File: src/rtl/fifo_pkg.sv
// Shared types and pointer-code helpers for both sides of the synchronous FIFO.
// Conversion functions work on 32-bit vectors; callers zero-extend and truncate to their width.
package fifo_pkg;

  localparam int unsigned FIFO_SIZE     = 4;
  localparam int unsigned FIFO_AF_LEVEL = 2;

  typedef logic [FIFO_SIZE-1:0] ptr_t;

  // Number of storage slots addressed by a pointer of the given width (one wrap bit).
  function automatic int unsigned depth_of(input int unsigned size);
    return 32'd1 << (size - 1);
  endfunction

  function automatic logic [31:0] bin2gray(input logic [31:0] b);
    return b ^ (b >> 1);
  endfunction

  // Zero upper bits stay zero through the cascade, so any narrower width converts correctly.
  function automatic logic [31:0] gray2bin(input logic [31:0] g);
    logic [31:0] b;
    b[31] = g[31];
    for (int i = 30; i >= 0; i--) begin
      b[i] = b[i+1] ^ g[i];
    end
    return b;
  endfunction

endpackage

File: src/rtl/fifo_write_ctrl_if.sv
// Producer-facing bus of the FIFO write controller: push request, read pointer in, status out.
interface fifo_write_ctrl_if #(
  parameter int unsigned SIZE = fifo_pkg::FIFO_SIZE
);

  logic            wr_en;
  logic            clr_overflow;
  logic [SIZE-1:0] read_pointer;
  logic [SIZE-1:0] write_pointer;
  logic [SIZE-2:0] write_addr;
  logic            mem_we;
  logic            full_flag;
  logic            almost_full;
  logic [SIZE-1:0] wr_count;
  logic            overflow;

  modport master (
    output wr_en, clr_overflow, read_pointer,
    input  write_pointer, write_addr, mem_we, full_flag, almost_full, wr_count, overflow
  );

  modport slave (
    input  wr_en, clr_overflow, read_pointer,
    output write_pointer, write_addr, mem_we, full_flag, almost_full, wr_count, overflow
  );

endinterface

File: src/rtl/gray_counter.sv
// Registered binary counter with a Gray shadow updated on the same edge, so the Gray output
// never passes through logic after the flop. Shared by the read and write controllers.
module gray_counter
  import fifo_pkg::*;
#(
  parameter int unsigned W = FIFO_SIZE
) (
  input  logic         clk,
  input  logic         rst_n,
  input  logic         en_i,
  output logic [W-1:0] bin_q_o,
  output logic [W-1:0] gray_q_o,
  output logic [W-1:0] bin_d_o,
  output logic [W-1:0] gray_d_o
);

  logic [W-1:0] bin_q, bin_d;
  logic [W-1:0] gray_q, gray_d;

  always_comb begin
    bin_d  = bin_q + W'(en_i);
    gray_d = W'(bin2gray(32'(bin_d)));
  end

  // NOTE: state flops use <= so every register samples pre-edge values regardless of block order.
  always_ff @(posedge clk) begin
    if (!rst_n) begin
      bin_q  <= '0;
      gray_q <= '0;
    end else begin
      bin_q  <= bin_d;
      gray_q <= gray_d;
    end
  end

  assign bin_q_o  = bin_q;
  assign gray_q_o = gray_q;
  assign bin_d_o  = bin_d;
  assign gray_d_o = gray_d;

endmodule

File: src/rtl/fifo_write_ctrl.sv
// Write-side controller of the synchronous FIFO: owns the write pointer, gates memory writes,
// and produces registered full / almost-full / occupancy / sticky-overflow status.
module fifo_write_ctrl
  import fifo_pkg::*;
#(
  parameter int unsigned SIZE     = FIFO_SIZE,
  parameter int unsigned AF_LEVEL = FIFO_AF_LEVEL
) (
  input logic              clk,
  input logic              rst_n,
  fifo_write_ctrl_if.slave bus
);

  localparam int unsigned     DEPTH     = depth_of(SIZE);
  localparam logic [SIZE-1:0] AF_THRESH = SIZE'(DEPTH - AF_LEVEL);

  logic            mem_we;
  logic [SIZE-1:0] wbin_q, wbin_d;
  logic [SIZE-1:0] wgray_q, wgray_d;
  logic [SIZE-1:0] rbin;
  logic [SIZE-1:0] count_d, count_q;
  logic            full_d, full_q;
  logic            af_d, af_q;
  logic            ovf_d, ovf_q;

  // Reset gates the strobe so nothing lands in memory while the pointers are being cleared.
  assign mem_we = bus.wr_en & ~full_q & rst_n;

  gray_counter #(
    .W (SIZE)
  ) u_wptr (
    .clk      (clk),
    .rst_n    (rst_n),
    .en_i     (mem_we),
    .bin_q_o  (wbin_q),
    .gray_q_o (wgray_q),
    .bin_d_o  (wbin_d),
    .gray_d_o (wgray_d)
  );

  // NOTE: every always_comb output gets a value on every path, otherwise a latch is inferred.
  always_comb begin
    rbin    = SIZE'(gray2bin(32'(bus.read_pointer)));
    count_d = wbin_d - rbin;
    // Same Gray-domain test as the downstream full comparator: top two bits differ, rest equal.
    full_d  = (wgray_d[SIZE-1] != bus.read_pointer[SIZE-1]) &&
              (wgray_d[SIZE-2] != bus.read_pointer[SIZE-2]) &&
              (wgray_d[SIZE-3:0] == bus.read_pointer[SIZE-3:0]);
    af_d    = (count_d >= AF_THRESH);
    // Set dominates clear so a rejected push is never lost.
    ovf_d   = (bus.wr_en & full_q) | (ovf_q & ~bus.clr_overflow);
  end

  always_ff @(posedge clk) begin
    if (!rst_n) begin
      count_q <= '0;
      full_q  <= 1'b0;
      af_q    <= 1'b0;
      ovf_q   <= 1'b0;
    end else begin
      count_q <= count_d;
      full_q  <= full_d;
      af_q    <= af_d;
      ovf_q   <= ovf_d;
    end
  end

  assign bus.mem_we        = mem_we;
  assign bus.write_pointer = wgray_q;
  assign bus.write_addr    = wbin_q[SIZE-2:0];
  assign bus.full_flag     = full_q;
  assign bus.almost_full   = af_q;
  assign bus.wr_count      = count_q;
  assign bus.overflow      = ovf_q;

endmodule
File: src/flat_wrapper.sv
// flat-port wrapper written by rule: the top's interface ports become plain ports
module fifo_write_ctrl_flat import fifo_pkg::*;
#(
  parameter int unsigned SIZE     = FIFO_SIZE,
  parameter int unsigned AF_LEVEL = FIFO_AF_LEVEL
)
  (clk, rst_n, bus_wr_en, bus_clr_overflow, bus_read_pointer, bus_write_pointer, bus_write_addr, bus_mem_we, bus_full_flag, bus_almost_full, bus_wr_count, bus_overflow);
  fifo_write_ctrl_if #(.SIZE(SIZE)) bus_i ();
  input logic clk;
  input logic rst_n;
  input wire logic [$bits(bus_i.wr_en)-1:0] bus_wr_en;
  input wire logic [$bits(bus_i.clr_overflow)-1:0] bus_clr_overflow;
  input wire logic [$bits(bus_i.read_pointer)-1:0] bus_read_pointer;
  output wire logic [$bits(bus_i.write_pointer)-1:0] bus_write_pointer;
  output wire logic [$bits(bus_i.write_addr)-1:0] bus_write_addr;
  output wire logic [$bits(bus_i.mem_we)-1:0] bus_mem_we;
  output wire logic [$bits(bus_i.full_flag)-1:0] bus_full_flag;
  output wire logic [$bits(bus_i.almost_full)-1:0] bus_almost_full;
  output wire logic [$bits(bus_i.wr_count)-1:0] bus_wr_count;
  output wire logic [$bits(bus_i.overflow)-1:0] bus_overflow;
  assign bus_i.wr_en = bus_wr_en;
  assign bus_i.clr_overflow = bus_clr_overflow;
  assign bus_i.read_pointer = bus_read_pointer;
  assign bus_write_pointer = bus_i.write_pointer;
  assign bus_write_addr = bus_i.write_addr;
  assign bus_mem_we = bus_i.mem_we;
  assign bus_full_flag = bus_i.full_flag;
  assign bus_almost_full = bus_i.almost_full;
  assign bus_wr_count = bus_i.wr_count;
  assign bus_overflow = bus_i.overflow;
  fifo_write_ctrl #(.SIZE(SIZE), .AF_LEVEL(AF_LEVEL)) u_core (.clk(clk), .rst_n(rst_n), .bus(bus_i));
endmodule
File: config.mk
export PLATFORM = sky130hd
export DESIGN_NAME = fifo_write_ctrl_flat
export DESIGN_NICKNAME = d
export VERILOG_FILES = /design/src/rtl/fifo_pkg.sv /design/src/rtl/fifo_write_ctrl_if.sv /design/src/rtl/gray_counter.sv /design/src/rtl/fifo_write_ctrl.sv /design/src/flat_wrapper.sv
export SDC_FILE = /design/constraint.sdc
export NUM_CORES = 1
export LEC_CHECK = 0
export CAP_MARGIN = 20
export CORE_MARGIN = 5
export CORE_UTILIZATION = 46
export DETAILED_ROUTE_END_ITERATION = 8
export HOLD_SLACK_MARGIN = 0.1
export PLACE_DENSITY_LB_ADDON = 0.15
export SYNTH_ARGS = -nofsm -noshare
export SYNTH_HDL_FRONTEND = slang
export SYNTH_SLANG_ARGS = --single-unit
File: constraint.sdc
create_clock -name clk -period 6.5 [get_ports clk]
set_input_delay 1.95 -clock clk [delete_from_list [all_inputs] [get_ports clk]]
set_output_delay 1.95 -clock clk [all_outputs]
set_load 0.005 [all_outputs]
==> impl_summary.md, run 1 <==
Power
The design internal power is 0.000162 W. The analysis attributes to cell leakage a power of 0.401 nW. In this run the power spent charging and discharging nets is 0.0000525 W. The worst IR drop on VDD is 0.000123 V. Of the total power, combinational logic draws 26.5%. For this design the ratio of total power to cell area is 232 nW/um^2. Per report_power, the clock group accounts for 28.2% of the total. The sequential power share is 45.3%. The switching fraction of total power is 24.4%.

Critical path
The most prevalent standard cell on the critical path is clkdlybuf4s50_1. The critical path is of the primary input to output pin type. Data arrives at the worst endpoint at 3500 ps. For the worst flop-to-flop path, the logic depth is 9.

STA puts the critical path data required time at 4550 ps. Along the worst path, the maximum fanout reaches 11. The startpoint class of the critical path is a primary input.

The delay of the slowest cell on the worst path is 550 ps. STA classifies the critical path endpoint as an output pin. The critical path goes through clkdlybuf4s50_1 > inv_1 > nor3b_1 > clkdlybuf4s50_1. Among all stages on the critical path, the largest delay is contributed by clkdlybuf4s50_1.

Min path
The type of the tightest min-delay check is flop to flop. Along the worst hold path, the cell count comes to 2.

Clock tree
The clock sink total is 14. The later pin in the worst-skew pair is clocked with a latency of 270 ps. Clock-pin slew was measured on the worst setup and hold paths at 80 ps. The buffer count from post-CTS setup fixing is 0.

The number of gates resized after CTS is 0. The clock tree buffer depth is 2. TritonCTS built the clock tree. Counting the buffers created by CTS gives 3. In this run the number of H-tree levels came out at 1. The count of hold-fix buffers inserted at cts is 0. The clock root buffer master is clkbuf_4.

Timing
The clock period could shrink to 5450 ps. The worst-case hold slack is 482 ps. The timing-limited maximum frequency is 184 MHz. Setup violations remaining at the end of the flow were counted as 0. The final-report max-slew violation count is 0. The slew at the pin with the worst max-slew slack is 355 ps.

The worst clock skew is 1.91 ps. The worst pin sits at a relative slew slack of 76.3%. The hold violation count in the final report came to 0. In the final timing run, aggregate negative setup slack is 0 ps.

In the finished design, the share of the clock period the worst path needs comes to 83.8%. Setup repair after global routing left no endpoint under its margin.

Cells and area
From synthesis to final layout, the design area changed by 41.5%. Leaving out fill and tap cells, the most frequent cells in the layout are 22 x clkdlybuf4s50_1, 14 x dfxtp_1, 6 x nor2_1. The final layout contains 103 nets. The most common cell after layout, fill and taps aside is clkdlybuf4s50_1. The total inserted antenna cells is 0. The total of fill cells in the finished design is 109. In the final layout, the share of cells above drive strength 1 is 9.09%.

Logic synthesis
Summing every instance area after synthesis gives 654 um^2. The share of synthesized area in the top cell type comes to 42.8%. Yosys attributes the largest share of cell area to dfxtp_1 43%, ha_1 9.6%, xor2_1 6.7%. The count of flip-flops with a built-in enable after synthesis is 0. The number of nets in the synthesized netlist is 77.

Synthesis instantiated 22 different standard cells from the library. After synthesis, the mean cell area works out to 10.4 um^2. The biggest area contributor in the post-synthesis netlist is dfxtp_1. The proportion of register bits with asynchronous set or reset after synthesis is 0%. The synthesized instance count is 63.

After synthesis the netlist holds a flip-flop and latch count of 14. The sequential cell area fraction in the yosys report is 42.8%. The leading register cell type out of synthesis is dfxtp_1. The count of synthesis-stage warnings from yosys is 0.

Detailed routing
The detailed-route vias per instance is 4.64. The first-pass iteration count of the detailed router is 5. The routed wirelength normalized by instance count is 12.0 um. Summed over all layers, the routed wires come to 1.24 mm.

Detailed routing inserted a total of 478 vias. The remaining number of nets flagged by the antenna check after routing is 0. The initial DRC count is 5. The DRC violation count after routing is 0.

Placement
The HPWL after detailed placement is 1.04 mm. The count of port buffers added during placement is 22. Routability-driven placement finished with a final weighted congestion of 0.823.

Global route
The first global-routing pass estimated 2.06 mm of wire. The number of global-route vias before repair is 490. The number of antenna violations at the first check in global routing is 0. Global routing consumed, over all layers together, 13.3% of the routing resources.

Global routing finished with a remaining overflow of 0. Entering global routing, the biggest net connects 12 pins.

Die
The floorplan step defined a core boundary enclosing 1320 um^2. From bottom edge to top edge, the die measures 47.7 um. The floorplan step defined a die boundary enclosing 2280 um^2. In this run the core area contains 13 standard-cell rows. For this design the top-level I/O count stands at 23.

For this configuration, the core starts out at a cell density of 49.7%. From left edge to right edge, the die measures 47.7 um.

Outcome
The flow ran to the end, and the final reports show no timing, DRC or antenna violations.

Run
The number of maximum-capacitance violations is 0.
==> cells by family after synthesis <==
kind of cell | synth area share, %
compound gates | 6.31
xor+xnor | 20.5
fa+ha+maj | 12.6
buf+inv | 3.44
flops | 42.8
simple gates | 14.3
==> layout make-up <==
class                      count  area, um^2  share of cell area [%]
sequential                    14         280                    30.3
clock buffer                   4        36.3                    3.92
inverter                       5        18.8                    2.03
tap                           15        18.8                    2.03
timing repair buffer          22         220                    23.8
multi-input combinational     43         352                    38.0
==> state kept, by name, indices dropped and copies added (netlist names) <==
register	cells
u_core.u_wptr.gray_q_o	3
u_core.bus.wr_count	4
u_core.bus.almost_full	1
u_core.bus.overflow	1
u_core.bus.full_flag	1
u_core.u_wptr.bin_q_o	4
==> stage by stage <==
step           setup slack, ps  utilization [%]  total power (W)  area, um^2  cells
5_1_grt                    927             70.3         0.000230         926    103
4_1_cts                   1040             70.3         0.000218         926    103
3_3_place_gp              1080             67.5         0.000157         890     99
6_report                  1050             70.3         0.000215         926    103
2_1_floorplan             2090                -         0.000128         654     63
3_5_place_dp              1050             67.5         0.000157         890     99
==> critical path: cells and delay by family <==
family | cells | cell delay, ps
AND/OR/NAND/NOR | 1 | 290
buffers and inverters | 3 | 1250
==> worst paths after layout <==
| path | slack (ps) | start | endpoint |
|---|---|---|---|
| hold / removal | 480 | u_core.bus.overflow | u_core.bus.overflow |
| setup reg to reg | 4080 | u_core.bus.full_flag | u_core.bus.almost_full |
| setup / recovery | 1050 | rst_n | bus_mem_we |
| hold reg to reg | 480 | u_core.bus.overflow | u_core.bus.overflow |
==> Yosys cell counts, types with 2 or more instances <==
cell type and number:
dfxtp_1 14, nor2_1 6, ha_1 5, inv_1 5, xor2_1 5, nand2_1 4
xnor2_1 4, a21oi_1 3, and2_1 2, nand3_1 2, xor2_2 2
==> routing by layer <==
| metal | track usage, % | part of all wire [%] |
|---|---|---|
| met4 | 8.06 | 0.97 |
| met5 | 0 | 0 |
| met1 | 16.5 | 42 |
| met3 | 2.63 | 8.5 |
| met2 | 21.1 | 48 |
==> power groups by stage <==
stage               combinational (W)  clock [W]  sequential, W
finish                      0.0000569  0.0000606      0.0000972
global route                0.0000637  0.0000679      0.0000981
CTS                         0.0000580  0.0000630      0.0000973
detailed placement          0.0000578          0      0.0000993
global placement            0.0000576          0      0.0000990
floorplan                   0.0000279          0       0.000101
(Power assumes the default switching activity.)
==> run 2: changes to the inputs <==
--- a/config.mk
+++ b/config.mk
@@ -7,7 +7,7 @@
 export LEC_CHECK = 0
 export CAP_MARGIN = 20
 export CORE_MARGIN = 5
-export CORE_UTILIZATION = 46
+export CORE_UTILIZATION = 42
 export DETAILED_ROUTE_END_ITERATION = 8
 export HOLD_SLACK_MARGIN = 0.1
 export PLACE_DENSITY_LB_ADDON = 0.15
==> constraint.sdc (replaced) <==
create_clock -name clk -period 5.3 [get_ports clk]
set_input_delay 1.59 -clock clk [delete_from_list [all_inputs] [get_ports clk]]
set_output_delay 1.59 -clock clk [all_outputs]
set_load 0.005 [all_outputs]
==> impl_summary.md, run 2 (same netlist as run 1, synthesis figures left out) <==
Outcome
The run finished with clean final reports.

Critical path
The worst path required time is 3710 ps. The worst setup path is launched from a primary input. The cell that appears most often on the critical path is clkdlybuf4s50_1. The signal arrival time at the worst endpoint is 3030 ps. STA classifies the critical path endpoint as an output pin. The worst-path maximum fanout is 5. The endpoint of the lowest-slack register-to-register path is u_core.bus.almost_full.

The setup path with the least slack is of type primary input to output pin. The slowest stage of the critical path is the clkdlybuf4s50_1 cell. The startpoint of the worst-slack reg-to-reg timing path is u_core.bus.full_flag. The signal on the critical path passes through clkdlybuf4s50_1 > inv_1 > nor3b_1 > clkdlybuf4s50_1.

For flop-to-flop paths, the worst setup slack is 2930 ps. The number of cells on the worst reg-to-reg path is 9. The delay of the slowest cell on the worst path is 550 ps.

Die
The total die area is 2450 um^2. The region available for standard cell placement spans 1490 um^2. The number of cell rows is 14. Once the floorplan was initialized, standard cells occupied 43.9% of the core. Measured along the x axis, the die boundary spans 49.5 um.

23 I/O pins were placed. The floorplan step set the die height to 49.5 um.

Detailed routing
Dividing the detail-routed wire length by the instance count gives 11.8 um. The first detailed-routing pass took 3 iterations. The via count is 498.

The first routing iteration left 4 violations. The remaining number of nets flagged by the antenna check after routing is 0. After detailed routing, the wire length on met1 is 547 um. In this run the top signal layer used is met4. The routed design has 1.24 mm of wire.

The detailed-route vias per instance is 4.74. The total met3 wirelength after detailed routing is 59 um. The total length of routed met2 wires is 609 um. The DRC violation count after routing is 0.

Clock tree
No sink is reached through more buffers than the 2 on the longest clock path. The buffer count from post-CTS setup fixing is 0. The H-tree depth is 1. The clock root buffer master is clkbuf_4.

Clock-pin slew was measured on the worst setup and hold paths at 80 ps. The CTS tree is yes. At the later pin of the worst-skew pair, clock insertion delay measures 270 ps. The count of hold-fix buffers inserted at cts is 0. Clock tree synthesis found a total of 14 sinks. Clock tree synthesis inserted a total of 3 buffers.

The number of gates resized after CTS is 0.

Min path
The cell depth of the worst hold path is 2. The type of the tightest min-delay check is flop to flop. The end point of the most critical hold path is u_core.bus.overflow. The worst min-delay path startpoint is u_core.bus.overflow.

Timing
The timing-limited maximum frequency is 216 MHz. The post-layout minimum cycle time is 4620 ps. Summed over all failing endpoints, the final setup total negative slack is 0 ps. The number of endpoints failing setup at the final stage is 0. The final-report max-slew violation count is 0.

The worst-case hold slack is 474 ps. The headroom to the max-slew limit is 77.7%. The slew at the pin with the worst max-slew slack is 334 ps. Setup repair after global routing left no endpoint under its margin. The hold violation count in the final report was 0.

Across the routed clock network, the largest skew measured is 1.95 ps. The share of the clock period used by the worst path is 87.2%.

Cells and area
The synthesis-to-finish area growth is 42.8%. The final-stage net count is 104. The total inserted antenna cells is 0. The most common cell after layout, fill and taps aside is clkdlybuf4s50_1.

The total of fill cells in the finished design is 127. The share of layout cells above drive strength 1 is 10.1%. The top cell types in the final layout, fill and taps aside, are 22 x clkdlybuf4s50_1, 14 x dfxtp_1, 6 x nor2_1.

Run
The number of maximum-capacitance violations is 0.

Global route
For this run the aggregate overflow at the end of global routing stands at 0. The number of antenna violations at the first check in global routing is 0. The largest net degree at the start of global routing is 11. The number of global-route vias before repair was 512. The overall global routing resource usage is 11.6%. The first global-routing pass estimated 2.15 mm of wire.

Placement
Once detailed placement completed, the half-perimeter wirelength came to 1.06 mm. The placer's final routability congestion estimate is 0.740. The count of port buffers added during placement is 22.

Power
VDD sags by at most 0.000184 V. The leakage power is 0.406 nW. For this design the ratio of total power to cell area is 282 nW/um^2.
## run 2: routing by layer
| layer | global-route usage, % | vias to the layer above |
|---|---|---|
| li1 | - | 254 |
| met1 | 12.8 | 230 |
| met2 | 19.3 | 12 |
| met3 | 1.81 | 2 |
| met4 | 9.17 | 0 |
| met5 | 0 | - |
## run 2: stage by stage
| step | power (W) | area (um^2) | cells | util [%] | setup WS, ps |
|---|---|---|---|---|---|
| after floorplan | 0.000158 | 654 | 63 | - | 1600 |
| after global routing | 0.000279 | 935 | 105 | 62.8 | 607 |
| after detailed placement | 0.000194 | 898 | 101 | 60.3 | 681 |
| after global placement | 0.000192 | 898 | 101 | 60.3 | 699 |
| final | 0.000263 | 935 | 105 | 62.8 | 681 |
| after CTS | 0.000267 | 935 | 105 | 62.8 | 677 |
## run 2: how the worst max path moves through the flow
stage / slack (ps) / cells past startpoint / start / to
after floorplan: 1600 / 11 / rst_n / u_core.bus.almost_full
after global placement: 700 / 4 / rst_n / bus_mem_we
after detailed placement: 680 / 4 / rst_n / bus_mem_we
after CTS: 680 / 4 / rst_n / bus_mem_we
after global routing: 610 / 4 / rst_n / bus_mem_we
final: 680 / 4 / rst_n / bus_mem_we
## run 2: where the power goes
group           total, W  switching (W)  internal (W)
sequential      0.000119     0.00000314      0.000116
combinational  0.0000699      0.0000284     0.0000415
clock          0.0000740      0.0000323     0.0000417
## run 2: cell type report
cell class	instances	area [um^2]	area share (%)
inverters	5	18.8	2.01
clock buffers	4	36.3	3.88
flip-flops and latches	14	280	30.0
well taps	16	20.0	2.14
repair buffers	23	228	24.4
multi-input cells	43	352	37.6
## run 2: worst max-delay path: cells and delay by family
family | cells | cell delay, ps
buffers and inverters | 3 | 1180
AND/OR/NAND/NOR | 1 | 260
